--- config.mk ---
export PLATFORM = sky130hd
export DESIGN_NAME = mux_scan_seq
export DESIGN_NICKNAME = d
export VERILOG_FILES = /design/src/rtl/mux_scan_seq.sv
export SDC_FILE = /design/constraint.sdc
export NUM_CORES = 1
export LEC_CHECK = 0
export ABC_CLOCK_PERIOD_IN_PS = 2900
export CELL_PAD_IN_SITES_DETAIL_PLACEMENT = 1
export CELL_PAD_IN_SITES_GLOBAL_PLACEMENT = 1
export CORE_UTILIZATION = 37
export DETAILED_ROUTE_END_ITERATION = 7
export PLACE_DENSITY = 0.91
export REMOVE_ABC_BUFFERS = 1
export SETUP_SLACK_MARGIN = 0.2
export SLEW_MARGIN = 20
export SYNTH_ARGS = -nofsm -noshare
export SYNTH_HDL_FRONTEND = slang
export SYNTH_SLANG_ARGS = --single-unit
--- constraint.sdc ---
create_clock -name clk -period 2.9 [get_ports clk]
set_input_delay 0.87 -clock clk [delete_from_list [all_inputs] [get_ports clk]]
set_output_delay 0.87 -clock clk [all_outputs]
set_load 0.01 [all_outputs]
--- src/rtl/mux_scan_seq.sv ---
// mux_scan_seq
// Parametrised N-channel multiplexer with a registered output and one-hot
// channel decode. In manual mode an external select picks the channel; in
// auto-scan mode an internal sequencer sweeps every channel in order and
// stays on each one for dwell+1 cycles.
//
// Ports
//   clk      : rising-edge clock
//   rst      : synchronous reset, active-high, overrides every other input
//   in_bus   : packed channel data, channel k at [k*WIDTH +: WIDTH]
//   mode     : 0 = manual, 1 = auto-scan
//   sel_in   : manual channel select
//   hold     : auto mode, freezes the sequencer
//   dwell    : auto mode, extra cycles spent on each channel
//   data_out : registered data of the selected channel
//   sel_out  : channel index of data_out
//   dec_out  : one-hot decode of sel_out
//   valid    : data_out was refreshed on the last edge
//   wrap     : auto mode, the refresh just taken was the last channel

module mux_scan_seq #(
   parameter int WIDTH = 1,
   parameter int SEL_W = 2,
   parameter int DW_W  = 8
) (
   input  logic                          clk,
   input  logic                          rst,
   input  logic [WIDTH*(2**SEL_W)-1:0]   in_bus,
   input  logic                          mode,
   input  logic [SEL_W-1:0]              sel_in,
   input  logic                          hold,
   input  logic [DW_W-1:0]               dwell,
   output logic [WIDTH-1:0]              data_out,
   output logic [SEL_W-1:0]              sel_out,
   output logic [(2**SEL_W)-1:0]         dec_out,
   output logic                          valid,
   output logic                          wrap
);

   localparam int CHANNELS = 2**SEL_W;

   logic [WIDTH-1:0]    chan [CHANNELS];

   logic [WIDTH-1:0]    data_q,  data_d;
   logic [SEL_W-1:0]    sel_q,   sel_d;
   logic [CHANNELS-1:0] dec_q,   dec_d;
   logic                valid_q, valid_d;
   logic                wrap_q,  wrap_d;
   logic [SEL_W-1:0]    cur_q,   cur_d;
   logic [DW_W-1:0]     cnt_q,   cnt_d;
   logic                mode_q,  mode_d;

   // Unpack the flat bus into an array so channels can be indexed directly.
   for (genvar k = 0; k < CHANNELS; k++) begin : g_chan
      assign chan[k] = in_bus[k*WIDTH +: WIDTH];
   end

   function automatic logic [CHANNELS-1:0] onehot(input logic [SEL_W-1:0] idx);
      logic [CHANNELS-1:0] v;
      v      = '0;
      v[idx] = 1'b1;
      return v;
   endfunction

   // Next-state logic. Outputs hold by default and the strobes default low,
   // so only the cycles that actually take a sample touch data/sel/dec.
   // The advance test uses >= so that lowering dwell below the running
   // count moves on at the next edge instead of waiting for a counter wrap.
   always_comb begin
      data_d  = data_q;
      sel_d   = sel_q;
      dec_d   = dec_q;
      valid_d = 1'b0;
      wrap_d  = 1'b0;
      cur_d   = cur_q;
      cnt_d   = cnt_q;
      mode_d  = mode;

      if (!mode) begin
         data_d  = chan[sel_in];
         sel_d   = sel_in;
         dec_d   = onehot(sel_in);
         valid_d = 1'b1;
         cur_d   = '0;
         cnt_d   = '0;
      end else if (!mode_q) begin
         cur_d = '0;
         cnt_d = '0;
      end else if (!hold) begin
         if (cnt_q >= dwell) begin
            data_d  = chan[cur_q];
            sel_d   = cur_q;
            dec_d   = onehot(cur_q);
            valid_d = 1'b1;
            wrap_d  = (cur_q == SEL_W'(CHANNELS - 1));
            cur_d   = cur_q + SEL_W'(1);
            cnt_d   = '0;
         end else begin
            cnt_d = cnt_q + DW_W'(1);
         end
      end
   end

   // State register with synchronous reset; dec resets to channel 0 so the
   // decode stays one-hot at all times.
   always_ff @(posedge clk) begin
      if (rst) begin
         data_q  <= '0;
         sel_q   <= '0;
         dec_q   <= CHANNELS'(1);
         valid_q <= 1'b0;
         wrap_q  <= 1'b0;
         cur_q   <= '0;
         cnt_q   <= '0;
         mode_q  <= 1'b0;
      end else begin
         data_q  <= data_d;
         sel_q   <= sel_d;
         dec_q   <= dec_d;
         valid_q <= valid_d;
         wrap_q  <= wrap_d;
         cur_q   <= cur_d;
         cnt_q   <= cnt_d;
         mode_q  <= mode_d;
      end
   end

   assign data_out = data_q;
   assign sel_out  = sel_q;
   assign dec_out  = dec_q;
   assign valid    = valid_q;
   assign wrap     = wrap_q;

endmodule

==> results.sh, run 1 <==
export IMPL_outcome="complete, but fails checks"
export IMPL_violations="design-rule violations"
export IMPL_portBuffers=26
export IMPL_multi_input_area_um2=711.9
export IMPL_synth_seq_cells=20
export IMPL_synth_top_family_by_area="adder cells"
export IMPL_crit_slowest_cell="clkdlybuf4s50_1"
export IMPL_wirelength_mm=3.194
export IMPL_path_max_fanout=2
export IMPL_critical_path_buf_inv_count=2
export IMPL_peakVddDrop_v=0.0001605
export IMPL_fin_nets=183
export IMPL_clock_skew_ps=9.054
export IMPL_drt_pass1_iter_count=6
export IMPL_cts_hold_buffers=0
export IMPL_fillerInstances=321
export IMPL_layout_area_seq_um2=400.4
export IMPL_initial_core_util_pct=40.35
export IMPL_diodes=0
export IMPL_numCtsBuffers=3
export IMPL_intPower_uw=476.0
export IMPL_dp_hpwl_mm=2.216
export IMPL_netlist_area_um2=1151
export IMPL_grt_overflow=0
export IMPL_h_tree_depth=1
export IMPL_grt_usage_pct=20.57
export IMPL_antenna_found_initial=0
export IMPL_swShare_pct=23.07
export IMPL_maxCapViolCount=0
export IMPL_worstPathRequired_ps=3120
export IMPL_combPwrFrac_pct=15.0
export IMPL_fin_hold_ws_ps=554.2
export IMPL_drive_gt1_share_pct=13.25
export IMPL_muxShareOfSynthArea_pct=11.30
export IMPL_yosys_warnings=0
export IMPL_finalSetupViolCount=0
export IMPL_vias=1015
export IMPL_use_met3_pct=1.116
export IMPL_synth_xor_area_share_pct=5.326
export IMPL_cts_sinks=20
export IMPL_vias_per_cell=5.577
export IMPL_p_per_area_nw_per_um2=400.7
export IMPL_final_hold_viol_count=0
export IMPL_maxSlewViolCount=0
export IMPL_grt_busiest_layer="met2"
export IMPL_ios=27
export IMPL_hold_class="reg -> reg"
export IMPL_grt_max_degree=15
export IMPL_crit_family="compound AO/OA/AOI/OAI gates"
export IMPL_wire_per_inst_um=17.55
export IMPL_final_cell_mix="clkdlybuf4s50_1, dfxtp_1, nor2_1"
export IMPL_yosysUniqueCellTypes=36
export IMPL_die_area_um2=3338
export IMPL_ant_nets=0
export IMPL_clockRootBuffer="clkbuf_4"
export IMPL_layout_cells_most_common="clkdlybuf4s50_1"
export IMPL_clkLatencyLatePin_ps=320
export IMPL_drt_iter0_markers=19
export IMPL_tritoncts="done"
export IMPL_yosysTopAreaCell="dfxtp_1"
export IMPL_synthTopCellsByArea="dfxtp_1, ha_1, mux2i_1"
export IMPL_arrival_ps=2930
export IMPL_met2_usage_pct=36.38
export IMPL_area_delta_synth_final_pct=34.13
export IMPL_pwr_share_clk_pct=38.4
export IMPL_synth_compound_area_share_pct=14.02
export IMPL_crit_type="in -> reg"
export IMPL_drcViolationCount=1
export IMPL_core_area_um2=2853
export IMPL_p_sw_uw=142.7
export IMPL_rows=19
export IMPL_use_met1_pct=24.41
export IMPL_startpoint_type="input pin"
export IMPL_grt_pass1_vias=1116
export IMPL_cts_max_path_buffers=2
export IMPL_p_seq_share_pct=46.6
export IMPL_syn_area_per_cell_um2=9.513
export IMPL_place_area_um2=1456
export IMPL_clkSlewWorstSetupHoldPaths_ps=130
export IMPL_die_y_um=57.78
export IMPL_place_congestion=0.7484
export IMPL_tightestPinTransition_ps=407.6
export IMPL_critical_path_endpoint_type="flip-flop"
export IMPL_path_cells="clkdlybuf4s50_1 > inv_1 > ha_1 > a2111o_1 > a31o_1 > mux2_4 > a221o_1"
export IMPL_leakage_nw=0.6161
export IMPL_slowest_delay_ps=490
export IMPL_die_w_um=57.78
export IMPL_yosysSeqAreaShare_pct=34.78
export IMPL_grt_pass1_wl_mm=5.168
export IMPL_yosysTopAreaCellShare_pct=34.78
export IMPL_slew_headroom_pct=72.83
export IMPL_synthSimpleGateAreaFrac_pct=13.80
export IMPL_final_area_um2=1544
export IMPL_post_route_period_util_pct=93.39
export IMPL_syn_inst=121
export IMPL_clock_fmax_mhz=369.2
export IMPL_post_route_min_period_ps=2708
export IMPL_rsz0062_at_grt="yes"
export IMPL_synthAdderAreaFrac_pct=14.13
==> through the flow <==
step | power [mW] | setup TNS, ps | utilization [%] | std cells | setup slack, ps
finish | 0.6187 | 0 | 54.12 | 182 | 191.6
global route | 0.6400 | 0 | 54.12 | 182 | 173.5
CTS | 0.6254 | 0 | 53.68 | 182 | 238.4
detailed placement | 0.3826 | -1871 | 51.05 | 178 | -218.5
global placement | 0.3778 | -724.9 | 51.05 | 178 | -177.1
floorplan | 0.3264 | 0 | - | 117 | 157.1
==> sequential cells by signal, indices dropped and copies added (netlist names) <==
signal / flops
dec_out: 4
cur_q: 2
wrap: 1
sel_out: 2
cnt_q: 8
mode_q: 1
valid: 1
data_out: 1
==> cell type report <==
cell class                      instances  area share [%]
Clock inverter                          1           1.945
Inverter                               14           3.404
Tap cell                               31           2.512
Timing Repair Buffer                   30           18.64
Multi-Input combinational cell         83           46.11
Clock buffer                            3           1.459
Sequential cell                        20           25.93
==> Yosys cell counts <==
library cell  number
nor3_1             1
ha_1              13
nand4_1            1
a31o_1             1
buf_6              1
and4b_1            1
xor2_1             3
mux2_4             1
xnor2_1            4
buf_1              1
mux2i_1            7
mux4_2             2
nand2b_4           1
a221o_1            1
o41ai_1            1
inv_1             14
a21boi_0           1
and2_0             1
and2b_2            1
buf_2              1
o21ai_1            1
a21oi_1            4
nand2_1            2
a211oi_1           8
clkbuf_1           1
and3_1             2
nand3b_1           1
o21ai_0            3
a2111o_1           1
nor2b_1            2
or3_1              1
o31ai_1            1
nor2_1            14
nand3_1            2
dfxtp_1           20
o211ai_1           1
==> timing repair <==
action,in CTS,in global routing
buffers inserted,0,0
gates resized for setup,6,4
setup endpoints to repair,9,16
pin swaps,6,1
==> metal layers <==
metal / up-vias / part of all wire, %
met4: 0 / 4.9
met5: - / 0
li1: 486 / -
met3: 16 / 2.0
met1: 485 / 43
met2: 28 / 50
==> cells by family (layout without fill, tap and decap cells) <==
group | Yosys count | count (layout)
simple gates | 30 | 30
compound gates | 23 | 23
flops | 20 | 20
buf+inv | 18 | 48
fa+ha+maj | 13 | 13
mux | 10 | 10
xor+xnor | 7 | 7
==> final timing paths <==
path              slack, ps         end  depth (start not counted)  startpoint
hold / removal          550    cnt_q[7]                          2    cnt_q[7]
setup / recovery        190  dec_out[0]                          7    dwell[2]
hold reg to reg         550    cnt_q[7]                          2    cnt_q[7]
setup reg to reg        580  dec_out[0]                          7    cnt_q[0]
==> power groups by stage <==
stage               Sequential (mW)  Combinational, mW  Clock (mW)
floorplan                     0.297             0.0296           0
global placement              0.294             0.0842           0
detailed placement            0.294             0.0885           0
CTS                           0.288             0.0908       0.246
global route                  0.289             0.0998       0.251
finish                        0.288             0.0929       0.238
==> worst reg2reg max path, cell delays in order, from the launching register on <==
cell      delay (ps)
dfxtp_1          430
inv_1             80
ha_1             290
nand2b_4         130
a2111o_1         400
a31o_1           280
mux2_4           310
a221o_1          310
(Power assumes the default switching activity.)
==> run 2: changes to the inputs <==
- ABC_CLOCK_PERIOD_IN_PS: 2900 -> 2700
- SKIP_LAST_GASP: unset -> 1
- clock period: 2.9 -> 2.7 ns (I/O delays scaled with it)
==> run 2 against run 1 <==
  * The run still ends with design-rule violations left
  * Clock power grew 6%
  * Total power increased by 7.8%
  * Sequential power rose by 7.6%
  * Worst hold slack gained 18 ps
  * Core utilization grew 2.4 points
  * Final cell count is 1.6% higher
  * Largest cell class unchanged
  * Die area unchanged
  * Global-route usage grew 0.43 points
  * Register-to-register slack got worse by 160 ps
==> results.sh, run 2 (synthesized netlist as in run 1, its figures left out) <==
export IMPL_outcome="complete, but fails checks"
export IMPL_violations="design-rule violations"
export IMPL_worstPathRequired_ps=2920
export IMPL_r2r_slack_ps=420
export IMPL_cts_sinks=20
export IMPL_clock_skew_ps=3.214
export IMPL_fin_ws_ps=225.2
export IMPL_slowest_delay_ps=380
export IMPL_clock_fmax_mhz=404.1
export IMPL_peakVddDrop_v=0.0002614
export IMPL_h_tree_depth=1
export IMPL_grt_usage_pct=21.01
export IMPL_path_cells="clkdlybuf4s15_1 > ha_1 > nand2b_4 > a2111o_1 > a31o_1 > mux2_4 > a221o_1"
export IMPL_die_area_um2=3338
export IMPL_p_per_area_nw_per_um2=413.9
export IMPL_vias_per_cell=5.562
export IMPL_crit_family="compound AO/OA/AOI/OAI gates"
export IMPL_clockRootBuffer="clkbuf_4"
export IMPL_crit_type="in -> reg"
export IMPL_finalSetupViolCount=0
export IMPL_die_w_um=57.78
export IMPL_arrival_ps=2690
export IMPL_leakage_nw=0.6600
export IMPL_drive_gt1_share_pct=20.13
export IMPL_dp_cells=179
export IMPL_die_y_um=57.78
export IMPL_hold_class="reg -> reg"
export IMPL_final_cell_mix="dfxtp_1, clkdlybuf4s50_1, nor2_1"
export IMPL_portBuffers=26
export IMPL_area_delta_synth_final_pct=40.00
export IMPL_grt_max_degree=15
export IMPL_grt_pass1_wl_mm=5.223
export IMPL_diodes=0
export IMPL_post_route_period_util_pct=91.66
export IMPL_ant_nets=0
export IMPL_ios=27
export IMPL_final_area_um2=1612
export IMPL_clkSlewWorstSetupHoldPaths_ps=120
export IMPL_critical_path_buf_inv_count=1
export IMPL_slew_headroom_pct=68.34
export IMPL_crit_slowest_cell="a2111o_1"
export IMPL_final_cells=185
export IMPL_tightestPinTransition_ps=474.9
export IMPL_cts_hold_buffers=0
export IMPL_maxCapViolCount=0
export IMPL_post_route_min_period_ps=2475
export IMPL_drt_iter0_markers=36
export IMPL_core_area_um2=2853
export IMPL_wirelength_mm=3.416
export IMPL_initial_core_util_pct=40.35
export IMPL_drt_pass1_iter_count=6
export IMPL_dp_slack_ps=-349.4
export IMPL_place_congestion=0.7514
export IMPL_maxSlewViolCount=0
export IMPL_cts_max_path_buffers=2
export IMPL_clkLatencyLatePin_ps=320
export IMPL_critical_path_endpoint_type="flip-flop"
export IMPL_tritoncts="done"
export IMPL_rows=19
export IMPL_final_hold_viol_count=0
export IMPL_layout_cells_most_common="dfxtp_1"
export IMPL_regMostFlops="cnt_q"
export IMPL_vias=1029
export IMPL_grt_pass1_vias=1094
export IMPL_numCtsBuffers=3
export IMPL_rsz0062_at_grt="no"
export IMPL_startpoint_type="input pin"
export IMPL_place_area_um2=1464
export IMPL_fin_nets=186
export IMPL_p_total_uw=667.0
export IMPL_drcViolationCount=1
export IMPL_grt_overflow=0
export IMPL_antenna_found_initial=0
export IMPL_path_max_fanout=2
export IMPL_largest_reg_flops=8
export IMPL_dp_hpwl_mm=2.247
export IMPL_wire_per_inst_um=18.46
run 2: routing by layer:
metal | up-vias | wire, um | part of all wire (%) | global-route usage [%]
met5 | - | 0 | 0 | 0
met4 | 0 | 88 | 2.6 | 7.483
met3 | 10 | 95 | 2.8 | 5.580
met2 | 23 | 1831 | 54 | 37.71
met1 | 505 | 1401 | 41 | 23.99
li1 | 491 | - | - | -
run 2: worst paths after layout:
kind	start	endpoint	cells past startpoint
worst min-delay path	sel_out[1]	sel_out[1]	2
worst max-delay path	dwell[0]	dec_out[0]	7
worst max register to register	cnt_q[0]	dec_out[0]	7
worst min register to register	sel_out[1]	sel_out[1]	2
run 2: layout make-up:
cell class,instances,area [um2]
Fill cell,313,1241
Multi-Input combinational cell,83,748.2
Sequential cell,20,400.4
Timing Repair Buffer,33,319.1
Inverter,14,52.55
Tap cell,31,38.79
Clock inverter,1,30.03
Clock buffer,3,22.52
run 2: per-stage QoR:
| stage | utilization, % | setup TNS (ps) | hold WS (ps) |
|---|---|---|---|
| 3_5_place_dp | 51.32 | -4461 | 515.3 |
| 4_1_cts | 54.78 | 0 | 582.8 |
| 2_1_floorplan | - | 0 | 483.0 |
| 3_3_place_gp | 51.32 | -3185 | 505.6 |
| 5_1_grt | 56.49 | 0 | 593.0 |
| 6_report | 56.49 | 0 | 572.0 |
run 2: worst register-to-register path: stages (launching register included):
cell	delay [ps]
dfxtp_1	420
inv_1	60
ha_1	270
nand2b_4	140
a2111o_1	380
a31o_1	260
mux2_4	300
a221o_1	350
run 2: timing repair:
item | in CTS | in global routing
setup buffers | 0 | 2
pin swaps | 9 | 6
resized for setup | 15 | 11
setup endpoints to repair | 17 | 3
run 2: report_power, final:
group	switching, mW	total (mW)	internal (mW)
Sequential	0.00540	0.310	0.304
Combinational	0.0458	0.105	0.0592
Clock	0.102	0.253	0.150
Total	0.153	0.667	0.514
==> run 3: changes to the inputs <==
- REMOVE_ABC_BUFFERS: 1 -> unset
==> run 3 against run 2 <==
  * The flow still finishes with violations (design-rule violations)
  * Non-clock buffer count fell by 2
  * First-iteration DRC count fell by 53%
  * Sequential share of layout area rose by 0.23 points
  * Clock power fell by 43%
  * Final area fell by 0.93%
  * Critical path type unchanged
  * Largest cell class unchanged
  * Largest power group unchanged
  * Highest routed layer unchanged
==> results.sh, run 3 (synthesized netlist as in run 1, its figures left out) <==
export IMPL_outcome="complete, but fails checks"
export IMPL_violations="design-rule violations"
export IMPL_leakage_nw=0.6291
export IMPL_h_tree_depth=1
export IMPL_rsz0062_at_grt="no"
export IMPL_fillerInstances=320
export IMPL_p_per_area_nw_per_um2=347.9
export IMPL_drcViolationCount=3
export IMPL_path_max_fanout=2
export IMPL_hold_class="reg -> reg"
export IMPL_peakVddDrop_v=0.0001697
export IMPL_clkSlewWorstSetupHoldPaths_ps=120
export IMPL_area_delta_synth_final_pct=38.70
export IMPL_crit_slowest_cell="a2111o_1"
export IMPL_post_cts_buffers=0
export IMPL_drt_iter0_markers=17
export IMPL_grt_pass1_wl_mm=4.698
export IMPL_grt_pass1_vias=1063
export IMPL_dp_hpwl_mm=2.047
export IMPL_p_total_uw=555.5
export IMPL_vias_per_cell=5.566
export IMPL_dp_slack_ps=-305.8
export IMPL_cts_hold_buffers=0
export IMPL_critical_path_endpoint_type="flip-flop"
export IMPL_maxCapViolCount=0
export IMPL_final_cell_mix="dfxtp_1, clkdlybuf4s50_1, nor2_1"
export IMPL_drive_gt1_share_pct=19.87
export IMPL_diodes=0
export IMPL_portBuffers=26
export IMPL_finalSetupViolCount=0
export IMPL_clock_skew_ps=5.739
export IMPL_die_y_um=57.78
export IMPL_path_cells="clkdlybuf4s15_1 > ha_4 > nand2b_4 > a2111o_1 > a31o_1 > mux2_4 > a221o_1"
export IMPL_grt_max_degree=15
export IMPL_wire_per_inst_um=15.25
export IMPL_startpoint_type="input pin"
export IMPL_core_area_um2=2853
export IMPL_multi_input_area_um2=782.0
export IMPL_fin_ws_ps=229.5
export IMPL_r2r_start="cnt_q[0]"
export IMPL_tightestPinTransition_ps=587.2
export IMPL_rows=19
export IMPL_worstHoldStart="dec_out[3]"
export IMPL_critical_path_buf_inv_count=1
export IMPL_layout_area_seq_um2=400.4
export IMPL_clkLatencyLatePin_ps=300
export IMPL_die_area_um2=3338
export IMPL_crit_family="compound AO/OA/AOI/OAI gates"
export IMPL_grt_overflow=0
export IMPL_post_route_period_util_pct=91.50
export IMPL_critPathLaunch="dwell[0]"
export IMPL_post_route_min_period_ps=2471
export IMPL_numCtsBuffers=3
export IMPL_initial_core_util_pct=40.35
export IMPL_final_hold_viol_count=0
export IMPL_cts_max_path_buffers=2
export IMPL_arrival_ps=2670
export IMPL_fin_nets=184
export IMPL_cts_sinks=20
export IMPL_regMostFlops="cnt_q"
export IMPL_die_w_um=57.78
export IMPL_place_congestion=0.7634
export IMPL_layout_cells_most_common="dfxtp_1"
export IMPL_largest_reg_flops=8
export IMPL_grt_usage_pct=18.25
export IMPL_vias=1013
export IMPL_clockRootBuffer="clkbuf_4"
export IMPL_antenna_found_initial=0
export IMPL_synth_fp_nets=152
export IMPL_wirelength_mm=2.776
export IMPL_drt_pass1_iter_count=6
export IMPL_crit_type="in -> reg"
export IMPL_maxSlewViolCount=0
export IMPL_ant_nets=0
export IMPL_slowest_delay_ps=440
export IMPL_worstPathRequired_ps=2900
export IMPL_ios=27
export IMPL_clock_fmax_mhz=404.8
export IMPL_slew_headroom_pct=60.59
export IMPL_tritoncts="done"
export IMPL_fin_hold_ws_ps=561.0
[run 3: changes by cell type in the layout (fill, tap and decap cells not counted), sizes merged]
cell / before / now
buf: 7 / 5
bufinv: 1 / 0
dlygate4sd2: 3 / 4
dlymetal6s2s: 4 / 3
[run 3: per-layer routing]
metal / part of all wire (%) / track usage (%)
met1: 42 / 21.00
met2: 52 / 34.39
met3: 4.9 / 2.679
met4: 1.3 / 6.122
met5: 0 / 0
[run 3: metrics by stage]
stage               TNS (ps)  instances  utilization (%)  area, um2
finish                     0        182            55.96       1597
global route               0        182            55.96       1597
CTS                        0        182            55.13       1573
detailed placement     -2781        179            52.19       1489
global placement       -2073        179            52.19       1489
floorplan                  0        121                -       1176
[run 3: final timing paths]
| check | to | slack, ps | depth (start not counted) |
|---|---|---|---|
| worst max-delay path | dec_out[0] | 230 | 7 |
| worst min-delay path | dec_out[3] | 560 | 2 |
| worst max register to register | dec_out[0] | 400 | 7 |
| worst min register to register | dec_out[3] | 560 | 2 |
[run 3: cell type report]
type                    count  area share [%]
inverters                  14           3.292
multi-input cells          83           48.98
repair buffers             31           18.81
clock buffers               3           1.411
flip-flops and latches     20           25.08
well taps                  31           2.429
[run 3: power by group]
part | leakage [nW] | switching, mW | total (mW) | internal [mW]
logic | 0.452 | 0.0424 | 0.101 | 0.0585
registers | 0.163 | 0.00527 | 0.309 | 0.304
clock network | 0.0138 | 0.0931 | 0.145 | 0.0521
total | 0.629 | 0.141 | 0.555 | 0.415
[run 3: what timing repair did]
| item | in CTS | in global routing |
|---|---|---|
| resized for setup | 19 | 7 |
| pin swaps | 4 | 6 |
| endpoints found under the setup margin | 17 | 9 |
| gates cloned | 0 | 0 |
[run 3: worst register-to-register path, stage by stage, from the launching register on]
cell	delay [ps]
dfxtp_1	410
inv_1	100
ha_4	230
nand2b_4	120
a2111o_1	440
a31o_1	260
mux2_4	300
a221o_1	330
